===== config.mk =====
export PLATFORM = sky130hd
export DESIGN_NAME = mem_access_arbiter
export DESIGN_NICKNAME = d
export VERILOG_FILES = /design/src/rtl/mem_access_arbiter.sv
export SDC_FILE = /design/constraint.sdc
export NUM_CORES = 1
export LEC_CHECK = 0
export ABC_AREA = 1
export CAP_MARGIN = 20
export CORE_MARGIN = 2
export CORE_UTILIZATION = 43
export DETAILED_ROUTE_END_ITERATION = 8
export HOLD_SLACK_MARGIN = 0.06
export PLACE_DENSITY_LB_ADDON = 0.15
export SYNTH_ARGS = -nofsm -noshare
export SYNTH_HDL_FRONTEND = slang
export SYNTH_SLANG_ARGS = --single-unit

===== constraint.sdc =====
create_clock -name clk -period 3.2 [get_ports clk]
set_clock_uncertainty 0.2 [all_clocks]
set_input_delay 0.64 -clock clk [delete_from_list [all_inputs] [get_ports clk]]
set_output_delay 0.64 -clock clk [all_outputs]
set_load 0.005 [all_outputs]

===== src/rtl/mem_access_arbiter.sv =====
// Purpose : arbitrates CPU and loader access to a single-port RAM through a MAR,
//           one transaction at a time: IDLE -> ADDR -> ACCESS -> DONE -> IDLE.
// Latency : ack pulses 3 cycles after the IDLE cycle that sampled the request; grants >= 4 cycles apart.
// Ports   : clk, rst (sync, active-high); manual_mode; cpu_req/we/addr/wdata; ld_req/we/addr/wdata;
//           cpu_ack, ld_ack, rdata; mar_load, mar_addr; ram_we, ram_wdata; ram_rdata; busy.
// Config  : define ARB_ROUND_ROBIN_EN for round-robin tie-breaking; default is fixed CPU priority.
module mem_access_arbiter #(
  parameter int ADDR_W = 4,
  parameter int DATA_W = 8
) (
  input  logic              clk,
  input  logic              rst,
  input  logic              manual_mode,
  input  logic              cpu_req,
  input  logic              cpu_we,
  input  logic [ADDR_W-1:0] cpu_addr,
  input  logic [DATA_W-1:0] cpu_wdata,
  input  logic              ld_req,
  input  logic              ld_we,
  input  logic [ADDR_W-1:0] ld_addr,
  input  logic [DATA_W-1:0] ld_wdata,
  output logic              cpu_ack,
  output logic              ld_ack,
  output logic [DATA_W-1:0] rdata,
  output logic              mar_load,
  output logic [ADDR_W-1:0] mar_addr,
  output logic              ram_we,
  output logic [DATA_W-1:0] ram_wdata,
  input  logic [DATA_W-1:0] ram_rdata,
  output logic              busy
);

  typedef enum logic [1:0] {
    IDLE   = 2'd0,
    ADDR   = 2'd1,
    ACCESS = 2'd2,
    DONE   = 2'd3
  } state_t;

  state_t state_q, state_d;
  logic   sel_ld_q;   // 1: loader owns the transaction in flight
  logic   we_q;
  logic   cpu_elig, ld_elig, grant, grant_ld;

`ifdef ARB_ROUND_ROBIN_EN
  logic   prio_ld_q;  // 1: loader wins the next tie
`endif

  always_comb begin
    state_d  = state_q;
    cpu_elig = cpu_req & ~manual_mode;
    ld_elig  = ld_req;
    grant    = cpu_elig | ld_elig;
`ifdef ARB_ROUND_ROBIN_EN
    grant_ld = ld_elig & (~cpu_elig | prio_ld_q);
`else
    grant_ld = ld_elig & ~cpu_elig;
`endif
    case (state_q)
      IDLE:    if (grant) state_d = ADDR;
      ADDR:    state_d = ACCESS;
      ACCESS:  state_d = DONE;
      DONE:    state_d = IDLE;
      default: state_d = IDLE;
    endcase
  end

  // Strobes are masked by rst so a reset landing mid-transaction suppresses
  // the write and the ack already in the cycle it is asserted.
  always_comb begin
    busy     = (state_q != IDLE);
    mar_load = (state_q == ADDR) & ~rst;
    ram_we   = (state_q == ACCESS) & we_q & ~rst;
    cpu_ack  = (state_q == DONE) & ~sel_ld_q & ~rst;
    ld_ack   = (state_q == DONE) & sel_ld_q & ~rst;
  end

  always_ff @(posedge clk) begin
    if (rst) begin
      state_q   <= IDLE;
      sel_ld_q  <= 1'b0;
      we_q      <= 1'b0;
      mar_addr  <= '0;
      ram_wdata <= '0;
      rdata     <= '0;
`ifdef ARB_ROUND_ROBIN_EN
      prio_ld_q <= 1'b0;
`endif
    end else begin
      state_q <= state_d;
      // Latch the winner's request so later input changes cannot disturb it.
      if (state_q == IDLE && grant) begin
        sel_ld_q  <= grant_ld;
        we_q      <= grant_ld ? ld_we    : cpu_we;
        mar_addr  <= grant_ld ? ld_addr  : cpu_addr;
        ram_wdata <= grant_ld ? ld_wdata : cpu_wdata;
`ifdef ARB_ROUND_ROBIN_EN
        prio_ld_q <= ~grant_ld;
`endif
      end
      // The MAR was loaded in ADDR, so ram_rdata is valid for the whole ACCESS cycle.
      if (state_q == ACCESS && !we_q) rdata <= ram_rdata;
    end
  end

endmodule


* Word-level counts from Yosys, hierarchy flattened
Cells that the tools add are included.
** Storage, ports and cells
- Flip-flop bits (word level) :: 24
- Input bits :: 39
- Output and inout port bits :: 25
- Word-level logic and storage cells :: 34
** Cells by class
- Multiplexer cells :: 5
- Equality and inequality tests :: 4
- Bitwise gates (word level) :: 14
- Reductions and logical operators :: 5
** Operator list (number)
- 1-bit AND :: 9
- 8-bit two-way mux :: 1
- 2-bit one-hot mux with 4 select lines :: 1
- 2-bit equality test, second input constant :: 2
- 4-bit two-way mux :: 1
- 1-bit inverter :: 4
- 2-bit by 1-bit equality test with 1-bit output, second input constant :: 1
- 1-bit logical AND :: 2
- 2-bit zero test :: 1
- 2-bit two-way mux :: 1
- 2-bit inequality test, second input constant :: 1
- 2-bit nonzero test :: 1
- 1-bit zero test :: 1
- 1-bit two-way mux :: 1
- 1-bit bitwise OR :: 1

* Longest topological paths before layout
Gate-level depths: netlist of run 1.
- Word-level depth :: 5
- Gate-level depth with buffers :: 8

* Least setup slack after synthesis of run 1
Ideal clock, no wire load.
- Path kind :: input port to output port
- Start :: input rst
- End :: output cpu_ack
- Path buffers :: 1
- Data arrival time :: 1035 ps
- Stages on the path :: 4
- Path slack :: 1325 ps
- Required time :: 2360 ps
- Path through :: inv_1 buf_2 nand2_1 nor2_1
** On the way
- Cells in the longest elaborated chain, start to end :: 2
** Ends and longest elaborated chain
- from (decl) :: line 12 : input logic rst,
- 1-bit inverter :: line 74 : cpu_ack = (state_q == DONE) & ~sel_ld_q & ~rst;
- 1-bit AND :: line 74
- to (decl) :: line 22 : output logic cpu_ack,
No other way between the ends.

* Worst setup path in the final report of run 1
- Start :: input rst
- End :: output ram_we
** On the way
- Cells in the longest elaborated chain, start to end :: 2
** Ends and longest elaborated chain
- 1-bit inverter :: line 73 : ram_we = (state_q == ACCESS) & we_q & ~rst;
- 1-bit AND :: line 73
- to (decl) :: line 27 : output logic ram_we,
No other way between the ends.

==> impl_metrics.py, run 1 <==
metrics = {
    "yosys": {
        "yosysWarningCount": 0,
        "synthAdderAreaFrac": 0.0394,
        "postSynthCellCount": 207,
        "syn_nets": 250,
        "muxShareOfSynthArea": 0,
        "yosys.area_share.simple": 0.378,
        "avgSynthCellArea_sq_um": 6.14,
        "synth_top_area_frac": 0.378,
        "synth.area.top_cells": "dfxtp_1 38%, nor2_1 17%, nand2_1 17%, inv_1 10%, ha_1 3.9%",
        "yosysSeqAreaShare": 0.378,
        "yosysUniqueCellTypes": 17,
        "synth-seq-cells": 24,
        "yosysTopAreaCell": "dfxtp_1",
        "synth_xor_area_frac": 0,
        "synth_top_family_by_area": "simple AND/OR/NAND/NOR gates",
        "syn_area_sq_um": 1270,
        "synth_compound_area_frac": 0.0600,
    },
    "placed_design": {
        "port_buffers": 63,
        "dpl.cell_count": 296,
        "place.gp.congestion": 0.738,
        "dp_hpwl_mm": 2.15,
        "place_ws_ns": 0.389,
    },
    "cells_and_area": {
        "drive_gt1_frac": 0.0409,
        "final_nets": 313,
        "syn_to_final_growth_pct": 52.6,
        "finish.utilization": 0.697,
        "instances_no_fill": 300,
        "diodes": 0,
    },
    "power": {
        "power_density_nw_per_um2": 653,
        "ir_drop_uv": 548,
        "leakage_nw": 0.964,
        "power_mw": 1.27,
    },
    "run_status": {
        "status": "finished clean",
    },
    "flow_run": {
        "maxCapViolCount": 0,
    },
    "timing": {
        "finalHoldViolations": 0,
        "rsz0062_at_grt": "false",
        "slew_headroom": 0.691,
        "tightest_slew_ns": 0.461,
        "fin_crit_ns": 2.84,
        "fmax_mhz": 353,
        "slew_viol_final": 0,
        "period_share": 0.886,
        "setup_ws_ns": 0.365,
        "tns_ns": 0,
        "setup_viol": 0,
    },
    "global_route": {
        "antenna_found_initial": 0,
        "gr-usage-all-layers": 0.178,
        "grt_max_degree": 26,
        "grt_remaining_overflow": 0,
        "first_global_vias": 1178,
        "grt_pass1_wl_mm": 4.84,
    },
    "drt": {
        "drc": 0,
        "route.final.wire_length_mm": 2.80,
        "avgViaCountPerCell": 4.31,
        "drtIter0Drc": 60,
        "via_count": 1294,
        "wl_per_cell_um": 9.34,
        "drtPass1Iterations": 4,
        "drt.antenna.violating_nets": 0,
    },
    "critical_path": {
        "cp-start-kind": "primary input",
        "end_kind": "output pin",
        "worstPathArrival_ns": 2.00,
        "critPathRequiredTime_ns": 2.36,
        "critPathKind": "in2out",
        "path_max_fanout": 7,
    },
    "clocking": {
        "cts_setup_buffers": 0,
        "clk_latency_ns": 0.31,
        "cts_tree": "built",
        "clkSlewWorstSetupHoldPaths_ns": 0.13,
        "cts_buffer_depth": 2,
        "numCtsBuffers": 3,
        "clock-sinks": 24,
        "cts_max_level": 1,
        "hold_buffers": 0,
        "cts_root_buffer": "clkbuf_4",
        "post_cts_resized": 0,
    },
    "die": {
        "chipHeight_um": 58.4,
        "row_count": 19,
        "die_w_um": 58.4,
        "start_util": 0.457,
        "die-area_sq_um": 3410,
        "coreArea_sq_um": 2780,
        "ios": 64,
    },
    "hold_path": {
        "min_path_type": "reg2reg",
    },
}
[sequential cells by signal, summed over array words and instances, names as in the netlist]
register / flops
state_q: 2
sel_ld_q: 1
rdata: 8
we_q: 1
ram_wdata: 8
mar_addr: 4
[cells by family (layout without fill, tap and decap cells)]
logic type | Yosys count | count (layout)
AND/OR/NAND/NOR | 123 | 123
buffers and inverters | 43 | 105
flip-flops | 24 | 24
AO/OA/AOI/OAI | 13 | 13
adder cells (fa/ha/maj) | 4 | 4
[layout make-up]
cell class                      count  area, sq um
Clock buffer                        4         36.3
Inverter                           37          139
Multi-Input combinational cell    140          607
Sequential cell                    24          480
Fill cell                         249          842
Tap cell                           31         38.8
Timing Repair Buffer               64          638
[layer usage]
| layer | up-vias | track usage | part of all wire |
|---|---|---|---|
| li1 | 726 | - | - |
| met1 | 527 | 0.219 | 0.45 |
| met2 | 39 | 0.305 | 0.46 |
| met3 | 2 | 0.0681 | 0.085 |
| met4 | 0 | 0.0199 | 0.0029 |
| met5 | - | 0 | 0 |
[synthesized netlist by cell type]
| cell | count |
|---|---|
| ha_1 | 4 |
| buf_6 | 2 |
| nand2_2 | 2 |
| nor3_1 | 1 |
| nand2_4 | 1 |
| inv_2 | 2 |
| nand3_1 | 2 |
| dfxtp_1 | 24 |
| nand2_1 | 57 |
| buf_2 | 3 |
| inv_1 | 35 |
| nor2_1 | 59 |
| buf_4 | 1 |
| a21oi_4 | 1 |
| nand4_1 | 1 |
| o21ai_0 | 9 |
| a21oi_1 | 3 |
[final timing paths]
check                          startpoint                     to  slack [ns]  depth (start not counted)
setup / recovery                      rst                 ram_we        0.36                          3
hold reg to reg     sel_ld_q$_SDFFE_PP0P_  sel_ld_q$_SDFFE_PP0P_        0.29                          2
hold / removal      sel_ld_q$_SDFFE_PP0P_  sel_ld_q$_SDFFE_PP0P_        0.29                          2
setup reg to reg  state_q[1]$_SDFFE_PP0P_  rdata[2]$_SDFFE_PP0P_        1.43                          6
[cells in the final DEF (no fill, tap or decap)]
master | netlist | layout
clkbuf_4 | 0 | 3
clkdlybuf4s50_1 | 0 | 63
clkbuf_8 | 0 | 1
a21oi_4 | 1 | 1
inv_2 | 2 | 2
nor2_1 | 59 | 59
nand2_4 | 1 | 1
nand2_1 | 57 | 57
a21oi_1 | 3 | 3
o21ai_0 | 9 | 9
nand2_2 | 2 | 2
nand4_1 | 1 | 1
nor3_1 | 1 | 1
buf_4 | 1 | 1
dfxtp_1 | 24 | 24
inv_1 | 35 | 35
nand3_1 | 2 | 2
ha_1 | 4 | 4
[worst max-delay path, stage by stage]
cell	delay, ns
clkdlybuf4s50_1	0.52
nor3_1	0.29
clkdlybuf4s50_1	0.55
[per-stage QoR]
stage               area (sq um)  hold slack [ns]
detailed placement          1900            0.273
floorplan                   1270            0.247
CTS                         1940            0.291
finish                      1940            0.288
global route                1940            0.321
global placement            1900            0.274
[power breakdown]
part	internal [mW]	total, mW	switching (mW)
clock network	0.0695	0.156	0.0865
registers	0.407	0.463	0.0560
logic	0.334	0.648	0.314
Power figures use the tool's default switching activity.
==> run 2, diff against run 1 <==
- GPL_TIMING_DRIVEN: unset -> 0
==> run 2 against run 1 <==
Effect of this change:
- register-to-register slack about the same
- setup slack worse by 0.22 ns
- die area unchanged
- sequential power about the same
- combinational power up 5.7%
- critical endpoint is now cpu_ack
- total power up 3.4%
==> impl_metrics.py, run 2 (same netlist as run 1, synthesis figures left out) <==
metrics = {
    "cells_and_area": {
        "syn_to_final_growth_pct": 55.5,
        "final_cell_mix": "63 x clkdlybuf4s50_1, 59 x nor2_1, 57 x nand2_1",
        "drive_gt1_frac": 0.0584,
        "final_area_sq_um": 1980,
        "reg.largest.list": "ram_wdata (8), rdata (8), mar_addr (4)",
        "instances_no_fill": 305,
        "final_nets": 318,
        "diodes": 0,
        "final_common_cell": "clkdlybuf4s50_1",
        "finish.utilization": 0.711,
    },
    "drt": {
        "route.final.wire_length_mm": 3.07,
        "wl_per_cell_um": 10.1,
        "drc": 0,
        "drtIter0Drc": 47,
        "via_count": 1318,
        "drt.antenna.violating_nets": 0,
        "drtPass1Iterations": 4,
        "avgViaCountPerCell": 4.32,
    },
    "global_route": {
        "grtUsageMet3": 0.0637,
        "gr-usage-met2": 0.343,
        "antenna_found_initial": 0,
        "grt_max_degree": 14,
        "grt_pass1_wl_mm": 5.34,
        "first_global_vias": 1288,
        "grt-busiest-layer": "met2",
        "gr-usage-all-layers": 0.199,
        "use_met1": 0.242,
        "grt_remaining_overflow": 0,
    },
    "critical_path": {
        "timing.rr.start": "state_q[0]$_SDFFE_PP0P_",
        "crit_path_cell_trace": "clkdlybuf4s50_1 > inv_1 > buf_2 > nand2_1 > nor2_1 > clkdlybuf4s50_1",
        "r2r_cells": 7,
        "r2r-end": "rdata[6]$_SDFFE_PP0P_",
        "cp-start-kind": "primary input",
        "crit_top_cell": "clkdlybuf4s50_1",
        "worstPathArrival_ns": 2.22,
        "r2r_setup_slack_ns": 1.42,
        "crit_buf_inv": 4,
        "cpPeakStageDelay_ns": 0.53,
        "path_max_fanout": 10,
        "critPathKind": "in2out",
        "cp_slowest_cell": "clkdlybuf4s50_1",
        "critPathRequiredTime_ns": 2.36,
        "end_kind": "output pin",
        "cpLargestDelayFamily": "buffers and inverters",
    },
    "timing": {
        "tightest_slew_ns": 0.467,
        "fin_crit_ns": 3.06,
        "setup_ws_ns": 0.143,
        "period_share": 0.955,
        "setup_viol": 0,
        "finalHoldViolations": 0,
        "fmax_mhz": 327,
        "slew_viol_final": 0,
        "slew_headroom": 0.688,
        "fin_hold_ws_ns": 0.295,
        "rsz0062_at_grt": "false",
        "tns_ns": 0,
    },
    "placed_design": {
        "post_dp_cell_area_sq_um": 1940,
        "dpl.cell_count": 301,
        "port_buffers": 63,
        "dp_hpwl_mm": 2.35,
        "place_ws_ns": 0.139,
        "place.gp.congestion": 0.779,
    },
    "clocking": {
        "cts_buffer_depth": 2,
        "clock-sinks": 24,
        "cts_max_level": 1,
        "clkSlewWorstSetupHoldPaths_ns": 0.13,
        "numCtsBuffers": 3,
        "clk_latency_ns": 0.32,
        "cts_setup_buffers": 0,
        "hold_buffers": 0,
        "cts_tree": "built",
        "post_cts_resized": 0,
        "cts_root_buffer": "clkbuf_4",
    },
    "power": {
        "power_density_nw_per_um2": 663,
        "power_mw": 1.31,
        "leakage_nw": 0.987,
        "ir_drop_uv": 540,
    },
    "hold_path": {
        "whs_endpoint": "sel_ld_q$_SDFFE_PP0P_",
        "holdPathStages": 2,
        "min-delay-start": "sel_ld_q$_SDFFE_PP0P_",
        "min_path_type": "reg2reg",
    },
    "die": {
        "start_util": 0.457,
        "chipHeight_um": 58.4,
        "coreArea_sq_um": 2780,
        "row_count": 19,
        "ios": 64,
        "die_w_um": 58.4,
        "die-area_sq_um": 3410,
    },
    "flow_run": {
        "maxCapViolCount": 0,
    },
    "run_status": {
        "status": "finished clean",
    },
}
run 2: worst max path at each step:
stage	from	to	depth (start not counted)
finish	rst	cpu_ack	6
global route	rst	cpu_ack	6
CTS	rst	cpu_ack	6
detailed placement	rst	cpu_ack	6
global placement	rst	cpu_ack	6
floorplan	rst	cpu_ack	4
run 2: cell type report:
class                           count  area (sq um)
Buffer                              6          45.0
Clock buffer                        4          36.3
Fill cell                         253           805
Inverter                           37           139
Multi-Input combinational cell    140           607
Sequential cell                    24           480
Tap cell                           31          38.8
Timing Repair Buffer               63           631
run 2: routing by layer:
metal  vias up  part of all wire
li1        730                 -
met1       548              0.45
met2        36              0.47
met3         4             0.073
met4         0            0.0081
met5         -                 0
run 2: power by group:
group          internal (mW)  leakage, nW  switching [mW]  total [mW]
combinational          0.359        0.768           0.326       0.685
sequential             0.407        0.198          0.0552       0.462
clock                 0.0696       0.0210          0.0928       0.162
run 2: worst reg2reg max path: cells and delay by family (launching register included):
family                     cells  cell delay (ns)
and+or+nand+nor                3             0.60
DFF                            1             0.36
adders and majority gates      1             0.14
buffers and inverters          3             0.40
==> run 3, diff against run 2 <==
- CAP_MARGIN: 20 -> 0
- CORE_UTILIZATION: 43 -> 40
==> run 3 against run 2 <==
Effect of this change:
- hold slack better by 0.022 ns
- register-to-register slack improved by 0.05 ns
- design area up 1.6%
- global-route usage is 1.0 points lower
- via count is 2.3% higher
- total power is 4.4% higher
- clock power up 38%
- die area increased by 7.0%
- first-iteration DRC count is 30% higher
- largest power group unchanged
- sequential share of layout area decreased by 0.39 points
- setup slack better by 0.014 ns
- highest routed layer unchanged
- maximum frequency rose by 0.45%
==> impl_metrics.py, run 3 (same netlist as run 1, synthesis figures left out) <==
metrics = {
    "run_status": {
        "status": "finished clean",
    },
    "cells_and_area": {
        "final_nets": 318,
        "drive_gt1_frac": 0.0584,
        "diodes": 0,
        "syn_to_final_growth_pct": 58.1,
        "finish.utilization": 0.664,
        "final_area_sq_um": 2010,
        "final_cell_mix": "63 x clkdlybuf4s50_1, 59 x nor2_1, 57 x nand2_1",
        "final_common_cell": "clkdlybuf4s50_1",
        "reg.largest.list": "ram_wdata (8), rdata (8), mar_addr (4)",
    },
    "placed_design": {
        "place.gp.congestion": 0.785,
        "dp_hpwl_mm": 2.44,
        "post_dp_cell_area_sq_um": 1960,
        "port_buffers": 63,
    },
    "clocking": {
        "cts_max_level": 1,
        "hold_buffers": 0,
        "cts_setup_buffers": 0,
        "numCtsBuffers": 3,
        "cts_root_buffer": "clkbuf_4",
        "cts_buffer_depth": 2,
        "clock-sinks": 24,
        "clkSlewWorstSetupHoldPaths_ns": 0.14,
        "post_cts_resized": 0,
        "cts_tree": "built",
        "clk_latency_ns": 0.32,
    },
    "critical_path": {
        "cp_slowest_cell": "clkdlybuf4s50_1",
        "end_kind": "output pin",
        "cpPeakStageDelay_ns": 0.53,
        "crit_top_cell": "clkdlybuf4s50_1",
        "cpLargestDelayFamily": "buffers and inverters",
        "worstPathArrival_ns": 2.20,
        "critPathRequiredTime_ns": 2.36,
        "path_max_fanout": 10,
        "crit_path_cell_trace": "clkdlybuf4s50_1 > inv_1 > buf_2 > nand2_1 > nor2_1 > clkdlybuf4s50_1",
        "cp-start-kind": "primary input",
        "crit_buf_inv": 4,
        "critPathKind": "in2out",
    },
    "timing": {
        "finalHoldViolations": 0,
        "tightest_slew_ns": 0.444,
        "setup_viol": 0,
        "fmax_mhz": 329,
        "period_share": 0.951,
        "slew_viol_final": 0,
        "fin_crit_ns": 3.04,
        "slew_headroom": 0.703,
        "tns_ns": 0,
        "rsz0062_at_grt": "false",
    },
    "drt": {
        "drtPass1Iterations": 4,
        "wl_per_cell_um": 9.92,
        "drt.antenna.violating_nets": 0,
        "avgViaCountPerCell": 4.24,
        "route.final.wire_length_mm": 3.16,
        "drc": 0,
        "highest_layer": "met4",
        "via_count": 1348,
        "drtIter0Drc": 61,
        "met3_length_um": 189,
        "wl_met2_mm": 1.57,
        "wl_met1_mm": 1.37,
    },
    "global_route": {
        "grt_remaining_overflow": 0,
        "grt_max_degree": 15,
        "gr-usage-all-layers": 0.188,
        "grt_pass1_wl_mm": 5.25,
        "first_global_vias": 1290,
        "antenna_found_initial": 0,
    },
    "flow_run": {
        "maxCapViolCount": 0,
    },
    "die": {
        "die-area_sq_um": 3650,
        "start_util": 0.420,
        "coreArea_sq_um": 3030,
        "die_w_um": 60.4,
        "ios": 64,
        "row_count": 20,
        "chipHeight_um": 60.4,
    },
    "power": {
        "ir_drop_uv": 348,
        "leakage_nw": 0.994,
        "power_density_nw_per_um2": 681,
    },
    "hold_path": {
        "min_path_type": "reg2reg",
    },
}
run 3: worst paths after layout:
| path | from | end | slack (ns) | cells past startpoint |
|---|---|---|---|---|
| max reg2reg | state_q[0]$_SDFFE_PP0P_ | rdata[0]$_SDFFE_PP0P_ | 1.47 | 7 |
| max | rst | cpu_ack | 0.16 | 6 |
| min reg2reg | sel_ld_q$_SDFFE_PP0P_ | sel_ld_q$_SDFFE_PP0P_ | 0.32 | 2 |
| min | sel_ld_q$_SDFFE_PP0P_ | sel_ld_q$_SDFFE_PP0P_ | 0.32 | 2 |
run 3: layout make-up:
type	instances	area, sq um
Fill cell	285	1020
Timing Repair Buffer	63	631
Multi-Input combinational cell	140	607
Sequential cell	24	480
Inverter	37	139
Tap cell	44	55.1
Buffer	6	45.0
Clock inverter	1	30.0
Clock buffer	3	22.5
run 3: layer usage:
layer	global-route usage	vias to the layer above
met5	0	-
met4	0.0571	0
met3	0.0341	4
met2	0.354	34
met1	0.215	577
li1	-	733
run 3: power breakdown:
group	internal (mW)	total [mW]	switching (mW)
registers	0.407	0.465	0.0582
logic	0.359	0.679	0.320
clock network	0.127	0.224	0.0973
total	0.893	1.37	0.475
run 3: worst reg2reg max path, cell delays in order (launching register included):
cell     delay, ns
dfxtp_1       0.36
inv_1         0.09
ha_1          0.14
inv_1         0.06
nor2_1        0.35
inv_1         0.25
nor2_1        0.14
nor2_1        0.06
run 3: stage by stage:
step / setup WS (ns) / power, mW / cells / hold WS, ns
final: 0.157 / 1.37 / 318 / 0.317
after floorplan: 1.32 / 0.831 / 207 / 0.247
after CTS: 0.139 / 1.38 / 318 / 0.319
after global placement: 0.139 / 1.15 / 314 / 0.277
after detailed placement: 0.145 / 1.16 / 314 / 0.300
after global routing: 0.00838 / 1.50 / 318 / 0.339
